[src/rtl/multicycle_control_unit_pkg.sv]
// multicycle_control_unit_pkg: shared state, opcode, ALU and mux-select encodings for the multi-cycle control unit.
package multicycle_control_unit_pkg;
  typedef enum logic [3:0] {
    S_FETCH, S_DECODE, S_EXEC_R, S_EXEC_I, S_MEM_ADDR, S_MEM_RD, S_MEM_WR,
    S_WB_ALU, S_WB_MEM, S_BRANCH, S_JAL, S_JALR, S_TRAP
  } state_t;
  localparam logic [6:0] OP_R      = 7'b0110011;
  localparam logic [6:0] OP_I      = 7'b0010011;
  localparam logic [6:0] OP_LOAD   = 7'b0000011;
  localparam logic [6:0] OP_STORE  = 7'b0100011;
  localparam logic [6:0] OP_BRANCH = 7'b1100011;
  localparam logic [6:0] OP_JAL    = 7'b1101111;
  localparam logic [6:0] OP_JALR   = 7'b1100111;
  localparam logic [6:0] F7_ALT    = 7'b0100000;
  localparam logic [3:0] ALU_ADD = 4'd0;
  localparam logic [3:0] ALU_SUB = 4'd1;
  localparam logic [3:0] ALU_AND = 4'd2;
  localparam logic [3:0] ALU_OR  = 4'd3;
  localparam logic [3:0] ALU_XOR = 4'd4;
  localparam logic [3:0] ALU_SLL = 4'd5;
  localparam logic [3:0] ALU_SRL = 4'd6;
  localparam logic [3:0] ALU_SLT = 4'd7;
  localparam logic [1:0] SRCA_PC = 2'b00, SRCA_RS1 = 2'b01, SRCA_OLD_PC = 2'b10;
  localparam logic [1:0] SRCB_RS2 = 2'b00, SRCB_FOUR = 2'b01, SRCB_IMM = 2'b10;
  localparam logic [1:0] WBSEL_ALU = 2'b00, WBSEL_MEM = 2'b01, WBSEL_PC4 = 2'b10;
endpackage

[src/rtl/multicycle_control_unit_alu_op_decoder.sv]
// alu_op_decoder: maps funct3/funct7 of R- and I-type instructions to an ALU operation plus an illegal flag.
module alu_op_decoder
  import multicycle_control_unit_pkg::*;
#(
  parameter int ALU_CTRL_W = 4
) (
  input  logic [2:0]            i_funct3,
  input  logic [6:0]            i_funct7,
  input  logic                  i_is_imm,
  output logic [ALU_CTRL_W-1:0] o_alu_control,
  output logic                  o_illegal
);
  logic [3:0] w_op;
  logic       w_ill;
  always_comb begin
    w_op  = ALU_ADD;
    w_ill = 1'b0;
    case (i_funct3)
      3'b000:  w_op = (!i_is_imm && i_funct7 == F7_ALT) ? ALU_SUB : ALU_ADD;
      3'b001:  w_op = ALU_SLL;
      3'b010:  begin w_op = ALU_SLT; w_ill = i_is_imm; end
      3'b100:  w_op = ALU_XOR;
      3'b101:  begin w_op = ALU_SRL; w_ill = i_is_imm; end
      3'b110:  w_op = ALU_OR;
      3'b111:  w_op = ALU_AND;
      default: w_ill = 1'b1;
    endcase
    // only SUB uses the alternate funct7 encoding; immediates ignore funct7
    if (!i_is_imm && i_funct7 != 7'b0 && !(i_funct7 == F7_ALT && i_funct3 == 3'b000)) w_ill = 1'b1;
  end
  assign o_illegal     = w_ill;
  assign o_alu_control = w_ill ? '0 : ALU_CTRL_W'(w_op);
endmodule

[src/rtl/multicycle_control_unit.sv]
// multicycle_control_unit: FSM sequencing fetch/decode/execute/memory/writeback for a multi-cycle RV32I datapath.
module multicycle_control_unit
  import multicycle_control_unit_pkg::*;
#(
  parameter int MEM_TIMEOUT = 16,
  parameter int ALU_CTRL_W  = 4,
  parameter int ENABLE_JALR = 1
) (
  input  logic                  clk,
  input  logic                  rst_n,
  input  logic [6:0]            opcode,
  input  logic [2:0]            funct3,
  input  logic [6:0]            funct7,
  input  logic                  mem_ready,
  output logic                  mem_req,
  output logic                  mem_we,
  output logic [1:0]            mem_size,
  output logic                  i_or_d,
  output logic                  ir_write,
  output logic                  pc_write,
  output logic                  pc_write_cond,
  output logic                  branch_ne,
  output logic [1:0]            alu_src_a,
  output logic [1:0]            alu_src_b,
  output logic [ALU_CTRL_W-1:0] alu_control,
  output logic                  reg_write,
  output logic [1:0]            wb_sel,
  output logic                  illegal_instr,
  output logic                  timeout
);
  state_t                r_state;
  logic [7:0]            r_cnt;
  logic [2:0]            r_funct3;
  logic [6:0]            r_funct7;
  logic                  r_is_store, r_ill, r_to;
  state_t                w_dec_next, w_next;
  logic [ALU_CTRL_W-1:0] w_alu;
  logic                  w_alu_ill, w_mem, w_expire, w_size_ok, w_br_ok;
  alu_op_decoder #(.ALU_CTRL_W(ALU_CTRL_W)) u_alu_dec (
    .i_funct3     (r_funct3),
    .i_funct7     (r_funct7),
    .i_is_imm     (r_state == S_EXEC_I),
    .o_alu_control(w_alu),
    .o_illegal    (w_alu_ill)
  );
  assign w_mem     = r_state == S_FETCH || r_state == S_MEM_RD || r_state == S_MEM_WR;
  assign w_expire  = w_mem && !mem_ready && r_cnt == 8'(MEM_TIMEOUT - 1);
  assign w_size_ok = r_funct3 == 3'b000 || r_funct3 == 3'b010;
  assign w_br_ok   = r_funct3[2:1] == 2'b00;
  always_comb begin
    case (opcode)
      OP_R:              w_dec_next = S_EXEC_R;
      OP_I:              w_dec_next = S_EXEC_I;
      OP_LOAD, OP_STORE: w_dec_next = S_MEM_ADDR;
      OP_BRANCH:         w_dec_next = S_BRANCH;
      OP_JAL:            w_dec_next = S_JAL;
      OP_JALR:           w_dec_next = (ENABLE_JALR != 0) ? S_JALR : S_TRAP;
      default:           w_dec_next = S_TRAP;
    endcase
  end
  always_comb begin
    case (r_state)
      S_FETCH:            w_next = mem_ready ? S_DECODE : S_FETCH;
      S_DECODE:           w_next = w_dec_next;
      S_EXEC_R, S_EXEC_I: w_next = w_alu_ill ? S_TRAP : S_WB_ALU;
      S_MEM_ADDR:         w_next = !w_size_ok ? S_TRAP : r_is_store ? S_MEM_WR : S_MEM_RD;
      S_MEM_RD:           w_next = mem_ready ? S_WB_MEM : S_MEM_RD;
      S_MEM_WR:           w_next = mem_ready ? S_FETCH : S_MEM_WR;
      S_BRANCH:           w_next = w_br_ok ? S_FETCH : S_TRAP;
      S_TRAP:             w_next = S_TRAP;
      default:            w_next = S_FETCH;
    endcase
  end
  always_ff @(posedge clk) begin
    if (!rst_n) begin
      r_state    <= S_FETCH;
      r_cnt      <= '0;
      r_ill      <= 1'b0;
      r_to       <= 1'b0;
      r_funct3   <= '0;
      r_funct7   <= '0;
      r_is_store <= 1'b0;
    end else begin
      r_cnt <= (w_mem && !mem_ready) ? r_cnt + 8'd1 : '0;
      if (w_expire) begin
        r_state <= S_TRAP;
        r_to    <= 1'b1;
      end else begin
        r_state <= w_next;
        if (w_next == S_TRAP && r_state != S_TRAP) r_ill <= 1'b1;
      end
      if (r_state == S_DECODE) begin
        r_funct3   <= funct3;
        r_funct7   <= funct7;
        r_is_store <= opcode == OP_STORE;
      end
    end
  end
  // every decoded output is held low while reset is asserted, whatever the state
  always_comb begin
    mem_req       = 1'b0;
    mem_we        = 1'b0;
    mem_size      = 2'b00;
    i_or_d        = 1'b0;
    ir_write      = 1'b0;
    pc_write      = 1'b0;
    pc_write_cond = 1'b0;
    branch_ne     = 1'b0;
    alu_src_a     = SRCA_PC;
    alu_src_b     = SRCB_RS2;
    alu_control   = ALU_CTRL_W'(ALU_ADD);
    reg_write     = 1'b0;
    wb_sel        = WBSEL_ALU;
    if (rst_n) begin
      case (r_state)
        S_FETCH: begin
          mem_req   = 1'b1;
          alu_src_b = SRCB_FOUR;
          ir_write  = mem_ready;
          pc_write  = mem_ready;
        end
        S_DECODE: begin
          alu_src_a = SRCA_OLD_PC;
          alu_src_b = SRCB_IMM;
        end
        S_EXEC_R: begin
          alu_src_a   = SRCA_RS1;
          alu_control = w_alu;
        end
        S_EXEC_I: begin
          alu_src_a   = SRCA_RS1;
          alu_src_b   = SRCB_IMM;
          alu_control = w_alu;
        end
        S_MEM_ADDR: begin
          alu_src_a = SRCA_RS1;
          alu_src_b = SRCB_IMM;
        end
        S_MEM_RD, S_MEM_WR: begin
          mem_req  = 1'b1;
          i_or_d   = 1'b1;
          mem_we   = r_state == S_MEM_WR;
          mem_size = r_funct3 == 3'b010 ? 2'b10 : 2'b00;
        end
        S_WB_ALU: reg_write = 1'b1;
        S_WB_MEM: begin
          reg_write = 1'b1;
          wb_sel    = WBSEL_MEM;
        end
        S_BRANCH: begin
          alu_src_a     = SRCA_RS1;
          alu_control   = ALU_CTRL_W'(ALU_SUB);
          pc_write_cond = w_br_ok;
          branch_ne     = w_br_ok && r_funct3[0];
        end
        S_JAL: begin
          reg_write = 1'b1;
          wb_sel    = WBSEL_PC4;
          pc_write  = 1'b1;
        end
        S_JALR: begin
          alu_src_a = SRCA_RS1;
          alu_src_b = SRCB_IMM;
          reg_write = 1'b1;
          wb_sel    = WBSEL_PC4;
          pc_write  = 1'b1;
        end
        default: ;
      endcase
    end
  end
  assign illegal_instr = rst_n && r_ill;
  assign timeout       = rst_n && r_to;
endmodule

[config.mk]
export PLATFORM = sky130hd
export DESIGN_NAME = multicycle_control_unit
export DESIGN_NICKNAME = d
export VERILOG_FILES = /design/src/rtl/multicycle_control_unit_pkg.sv /design/src/rtl/multicycle_control_unit_alu_op_decoder.sv /design/src/rtl/multicycle_control_unit.sv
export SDC_FILE = /design/constraint.sdc
export NUM_CORES = 1
export LEC_CHECK = 0
export BUFFER_PORTS_ARGS = -buffer_cell sky130_fd_sc_hd__buf_2
export CAP_MARGIN = 20
export CORE_MARGIN = 8
export CORE_UTILIZATION = 30
export CTS_BUF_LIST = sky130_fd_sc_hd__clkbuf_2 sky130_fd_sc_hd__clkbuf_4 sky130_fd_sc_hd__clkbuf_8
export DETAILED_ROUTE_END_ITERATION = 10
export MAX_ROUTING_LAYER = met4
export PLACE_DENSITY = 0.49
export SYNTH_ARGS = -nofsm -noshare
export SYNTH_HDL_FRONTEND = slang
export SYNTH_HIERARCHICAL = 1
export SYNTH_SLANG_ARGS = --single-unit
[constraint.sdc]
create_clock -name clk -period 4.98 [get_ports clk]
set_clock_uncertainty 0.05 [all_clocks]
set_input_delay 0.747 -clock clk [delete_from_list [all_inputs] [get_ports clk]]
set_output_delay 0.747 -clock clk [all_outputs]
set_load 0.05 [all_outputs]
==> flow_summary.json, run 1 <==
{
  "outcome": "finished clean",
  "syn_inst": 238,
  "layout_common_cells": "buf_2, nand2_1, dfxtp_1",
  "setup_viol": 0,
  "p_per_area_nw_per_um2": 369,
  "rr_worst_depth": 7,
  "first_pass_iters": 4,
  "whs_endpoint": "r_cnt[0]$_SDFF_PN0_",
  "overflow": 0,
  "clk_latency_ns": 0.27,
  "yosys_most_used_dff": "dfxtp_1",
  "critPathLaunchType": "flop",
  "crit-reg2reg-capture": "r_ill$_SDFFE_PN0P_",
  "drive_above_1_share": 0.209,
  "drc": 0,
  "max_cap_violations": 0,
  "root_buffer": "clkbuf_8",
  "hp-class": "reg2reg",
  "areaGrowthSynthToFinish_pct": 13.3,
  "rsz0062_at_grt": "false",
  "syn_nets": 259,
  "ctsHoldBuffers": 0,
  "grt_usage": 0.109,
  "die_area_um2": 8620,
  "critPathKind": "reg2out",
  "ys_seq_elements": 25,
  "worstMarginPinSlew_ns": 0.635,
  "place.gp.congestion": 0.802,
  "timing.rr.start": "r_state[1]$_SDFF_PP0_",
  "synth_top_area_cell": "dfxtp_1",
  "portBuffers": 39,
  "synth_area_leaders": "dfxtp_1, nand2_1, nor2b_1",
  "synth_edf_count": 0,
  "whs_path_depth": 1,
  "cts_sinks": 25,
  "syn-cell-area_um2": 1770,
  "nNetsFinal": 285,
  "hold_path_startpoint": "r_cnt[0]$_SDFF_PN0_",
  "yosysTopAreaCellShare": 0.282,
  "critPathCaptureType": "output port",
  "post_cts_resized": 0,
  "cp.required_ns": 4.18,
  "via_per_inst": 4.88,
  "post_cts_buffers": 0,
  "yosysSeqAreaShare": 0.282,
  "relSlewSlack": 0.576,
  "period_share": 0.658,
  "ctsLongestPathBuffers": 2,
  "preCtsSetupSlack_ns": 1.97,
  "fp-row-count": 28,
  "antennaDiodeCount": 0,
  "arrival_ns": 2.48,
  "clk_pin_slew_ns": 0.09,
  "fp.dieW_um": 92.9,
  "cts_buffers": 3,
  "maxSlewViolCount": 0,
  "layout_commonest_cell": "buf_2",
  "yosysUniqueCellTypes": 55,
  "synth_async_sr_flop_share": 0,
  "drt_iter0_drc": 111,
  "irDropWorstVdd_mv": 0.106,
  "fmax_ghz": 0.305,
  "yosys_warnings": 6,
  "coreArea_um2": 5820,
  "layout_min_cycle_time_ns": 3.28,
  "antenna_found_initial": 0,
  "cts_tree": "done",
  "grt_pass1_wl_um": 7620,
  "finalHoldViolations": 0,
  "ios": 42,
  "rrSetupSlack_ns": 2.32,
  "place_hpwl_um": 3370,
  "ant_nets": 0,
  "fin_ws_ns": 1.70,
  "grt_pass1_vias": 1550,
  "h-tree-depth": 1,
  "setup-tns-final_ns": 0,
  "leakage_nw": 0.842,
  "die_h_um": 92.9,
  "vias": 1650,
  "cp_max_fo": 19,
  "avgSynthCellArea_um2": 7.44,
  "utilization": 0.345,
  "wirelength_um": 4490,
  "drt-wirelength-per-cell_um": 13.3,
  "start_util": 0.305,
  "grt_start_max_net_pins": 29
}
-- routing by layer --
| layer | GRT usage | share of wire |
|---|---|---|
| met5 | - | 0 |
| met4 | 0.0322 | 0.0085 |
| met3 | 0.0210 | 0.045 |
| met2 | 0.160 | 0.42 |
| met1 | 0.147 | 0.53 |
-- cell usage after synthesis, types with 2 or more instances --
library cell / n
o21ai_2: 2
xor2_1: 3
and2_1: 8
buf_4: 2
nor3b_1: 3
nor4_1: 2
a21oi_1: 10
nand2b_1: 11
o21ai_0: 13
nor2b_1: 14
inv_1: 4
clkbuf_1: 10
and3_1: 7
a21boi_0: 8
o21bai_1: 2
and3b_1: 2
buf_6: 3
nand2_1: 34
dfxtp_1: 25
xnor2_1: 4
nor2_1: 21
o22ai_1: 2
nor3_1: 2
conb_1: 2
o31ai_1: 2
a21boi_1: 3
a21o_1: 2
buf_2: 3
nand4b_1: 2
nand3_1: 7
-- sequential cells by signal, summed over array words and instances, names as in the netlist --
signal      cells
r_funct3        3
r_funct7        7
r_cnt           8
r_is_store      1
r_state         4
r_to            1
r_ill           1
-- critical path, cell delays in order, from the launching register on --
cell	delay, ns
dfxtp_1	0.70
nor2_1	0.12
and3_1	0.31
nor2_1	0.16
o21ai_0	0.10
o31ai_1	0.07
a22o_1	0.18
a21oi_1	0.06
nor3b_1	0.21
buf_2	0.30
-- where the power goes --
| group | internal, mW | switching, mW |
|---|---|---|
| clock | 0.0561 | 0.0684 |
| combinational | 0.124 | 0.212 |
| sequential | 0.224 | 0.0561 |
-- logic make-up (layout without fill, tap and decap cells) --
group           Yosys count  in the layout  synth area share
simple gates            124            124             0.391
compound gates           55             55             0.207
flops                    25             25             0.282
buf+inv                  23             48            0.0685
xor+xnor                  7              7            0.0346
other cells               2              2           0.00424
fa+ha+maj                 1              1           0.00706
mux                       1              1           0.00565
-- through the flow --
stage / instances / total power, mW / area (um2) / hold WS, ns
after detailed placement: 334 / 0.622 / 1960 / 0.392
after floorplan: 238 / 0.555 / 1770 / 0.368
final: 338 / 0.741 / 2010 / 0.405
after global routing: 338 / 0.798 / 2010 / 0.424
after global placement: 334 / 0.623 / 1960 / 0.384
after CTS: 338 / 0.746 / 2010 / 0.414
-- cell type report --
type | instances | area, um2
well taps | 75 | 93.8
clock buffers | 3 | 41.3
fillers | 653 | 3810
repair buffers | 40 | 203
flip-flops and latches | 25 | 500
clock inverters | 1 | 5.00
inverters | 4 | 15.0
multi-input cells | 190 | 1150
-- worst max path at each step --
stage,from,to,slack [ns],cells past startpoint
2_1_floorplan,rst_n,branch_ne,0.99,4
3_3_place_gp,r_state[3]$_SDFF_PN0_,alu_control[0],2.04,9
3_5_place_dp,r_state[2]$_SDFF_PN0_,alu_control[0],1.97,9
4_1_cts,r_state[2]$_SDFF_PN0_,alu_control[0],1.64,9
5_1_grt,r_state[2]$_SDFF_PN0_,alu_control[0],1.45,9
6_report,r_state[2]$_SDFF_PN0_,alu_control[0],1.70,9
(Power assumes the default switching activity.)
==> run 2, diff against run 1 <==
- PLACE_DENSITY: 0.49 -> 0.5
- clock period: 4.98 -> 2.8 ns (I/O delays scaled with it)
==> flow_summary.json, run 2 (synthesis gave the netlist of run 1 again) <==
{
  "setup-tns-final_ns": 0,
  "ant_nets": 0,
  "critPathCaptureType": "output port",
  "fmax_ghz": 0.394,
  "root_buffer": "clkbuf_8",
  "hp-class": "in2reg",
  "critPathLaunchType": "flop",
  "antennaDiodeCount": 0,
  "p_switching_mw": 0.600,
  "largest-register": "r_cnt",
  "layout_commonest_cell": "buf_2",
  "cp_max_fo": 9,
  "arrival_ns": 2.07,
  "clk_latency_ns": 0.27,
  "grt_pass1_wl_um": 7790,
  "wirelength_um": 4600,
  "place_hpwl_um": 3470,
  "grt_start_max_net_pins": 22,
  "cp.required_ns": 2.33,
  "overflow": 0,
  "nNetsFinal": 291,
  "cts_tree": "done",
  "ctsHoldBuffers": 0,
  "max_cap_violations": 0,
  "outcome": "finished clean",
  "reg_top3": "r_cnt x8, r_funct7 x7, r_state x4",
  "ctsLongestPathBuffers": 2,
  "leakage_nw": 0.875,
  "drt-wirelength-per-cell_um": 13.4,
  "die_h_um": 92.9,
  "via_per_inst": 4.96,
  "coreArea_um2": 5820,
  "die_area_um2": 8620,
  "p_seq_frac": 0.328,
  "final_area_um2": 2070,
  "fin_cells": 344,
  "largest_reg_flops": 8,
  "period_share": 0.906,
  "antenna_found_initial": 0,
  "post_cts_resized": 0,
  "place_inst": 340,
  "portBuffers": 39,
  "n_fill_cell": 659,
  "layout_min_cycle_time_ns": 2.54,
  "place.gp.congestion": 0.772,
  "drt_iter0_drc": 109,
  "cp_common_cell": "nor2_1",
  "maxSlewViolCount": 0,
  "grt_usage": 0.112,
  "irDropWorstVdd_mv": 0.202,
  "ios": 42,
  "utilization": 0.356,
  "vias": 1705,
  "setup_viol": 0,
  "grt_pass1_vias": 1593,
  "drc": 0,
  "critPathKind": "reg2out",
  "power_frac_comb": 0.508,
  "drive_above_1_share": 0.238,
  "areaGrowthSynthToFinish_pct": 16.7,
  "cts_buffers": 3,
  "fp-row-count": 28,
  "clk_pin_slew_ns": 0.09,
  "first_pass_iters": 4,
  "finalHoldViolations": 0,
  "p_int_mw": 0.740,
  "h-tree-depth": 1,
  "fp.dieW_um": 92.9,
  "timing.hold.ws_ns": 0.324,
  "slowest_stage": "and3_1",
  "p_per_area_nw_per_um2": 648,
  "rsz0062_at_grt": "false",
  "placed_area_um2": 2020,
  "crit_chain": "nor2_1 -> and3_1 -> nor2_1 -> o21ai_0 -> o31ai_1 -> a22o_1 -> a21oi_1 -> nor3b_2 -> buf_2",
  "post_cts_buffers": 0,
  "worstMarginPinSlew_ns": 0.564,
  "cp_slowest_stage_delay_ns": 0.37,
  "switching_share": 0.448,
  "start_util": 0.305,
  "cts_sinks": 25,
  "clkPwrFrac": 0.164,
  "layout_common_cells": "buf_2, nand2_1, dfxtp_1",
  "relSlewSlack": 0.620
}
[run 2: changes by cell type in the layout (fill, tap and decap cells not counted)]
cell,change
buf_4,+6
a21oi_1,-1
a21oi_2,+1
nor3b_1,-1
nor3b_2,+1
nor4_1,-1
nor4_2,+1
[run 2: final timing paths]
check                                      startpoint  slack, ns                  endpoint  cells after the start
worst min register to register    r_cnt[0]$_SDFF_PN0_       0.40       r_cnt[0]$_SDFF_PN0_                      1
worst max register to register  r_state[2]$_SDFF_PN0_       0.62        r_ill$_SDFFE_PN0P_                      8
worst max-delay path            r_state[2]$_SDFF_PN0_       0.26            alu_control[0]                      9
worst min-delay path                        funct7[6]       0.32  r_funct7[6]$_SDFFE_PN0P_                      3
[run 2: area by class of cell]
cell class	instances	area [um2]	area share
clock buffers	3	41.3	0.0200
clock inverters	1	5.00	0.00242
inverters	4	15.0	0.00726
multi-input cells	190	1160	0.563
flip-flops and latches	25	500	0.242
well taps	75	93.8	0.0454
repair buffers	46	248	0.120
[run 2: power groups by stage]
stage / clock network [mW] / registers, mW / logic [mW]
global route: 0.240 / 0.446 / 0.751
floorplan: 0 / 0.437 / 0.555
CTS: 0.228 / 0.440 / 0.685
detailed placement: 0 / 0.448 / 0.682
global placement: 0 / 0.448 / 0.685
finish: 0.220 / 0.440 / 0.680
[run 2: critical path, delay by kind of cell (launching register included)]
kind | cells | cell delay (ns)
AOI/OAI and AO/OA | 4 | 0.59
buffers and inverters | 1 | 0.21
DFF | 1 | 0.32
and+or+nand+nor | 4 | 0.67
[run 2: per-layer routing]
layer  up-vias  GRT usage  part of all wire
met4         0     0.0403             0.014
met1       786      0.146              0.50
met2        32      0.165              0.44
met5         -          -                 0
li1        882          -                 -
met3         5     0.0267             0.047
[run 2: stage by stage]
stage	total power, mW	worst slack (ns)
after floorplan	0.992	-0.0522
after global placement	1.13	0.591
after detailed placement	1.13	0.570
after CTS	1.35	0.252
after global routing	1.44	0.0693
final	1.34	0.264
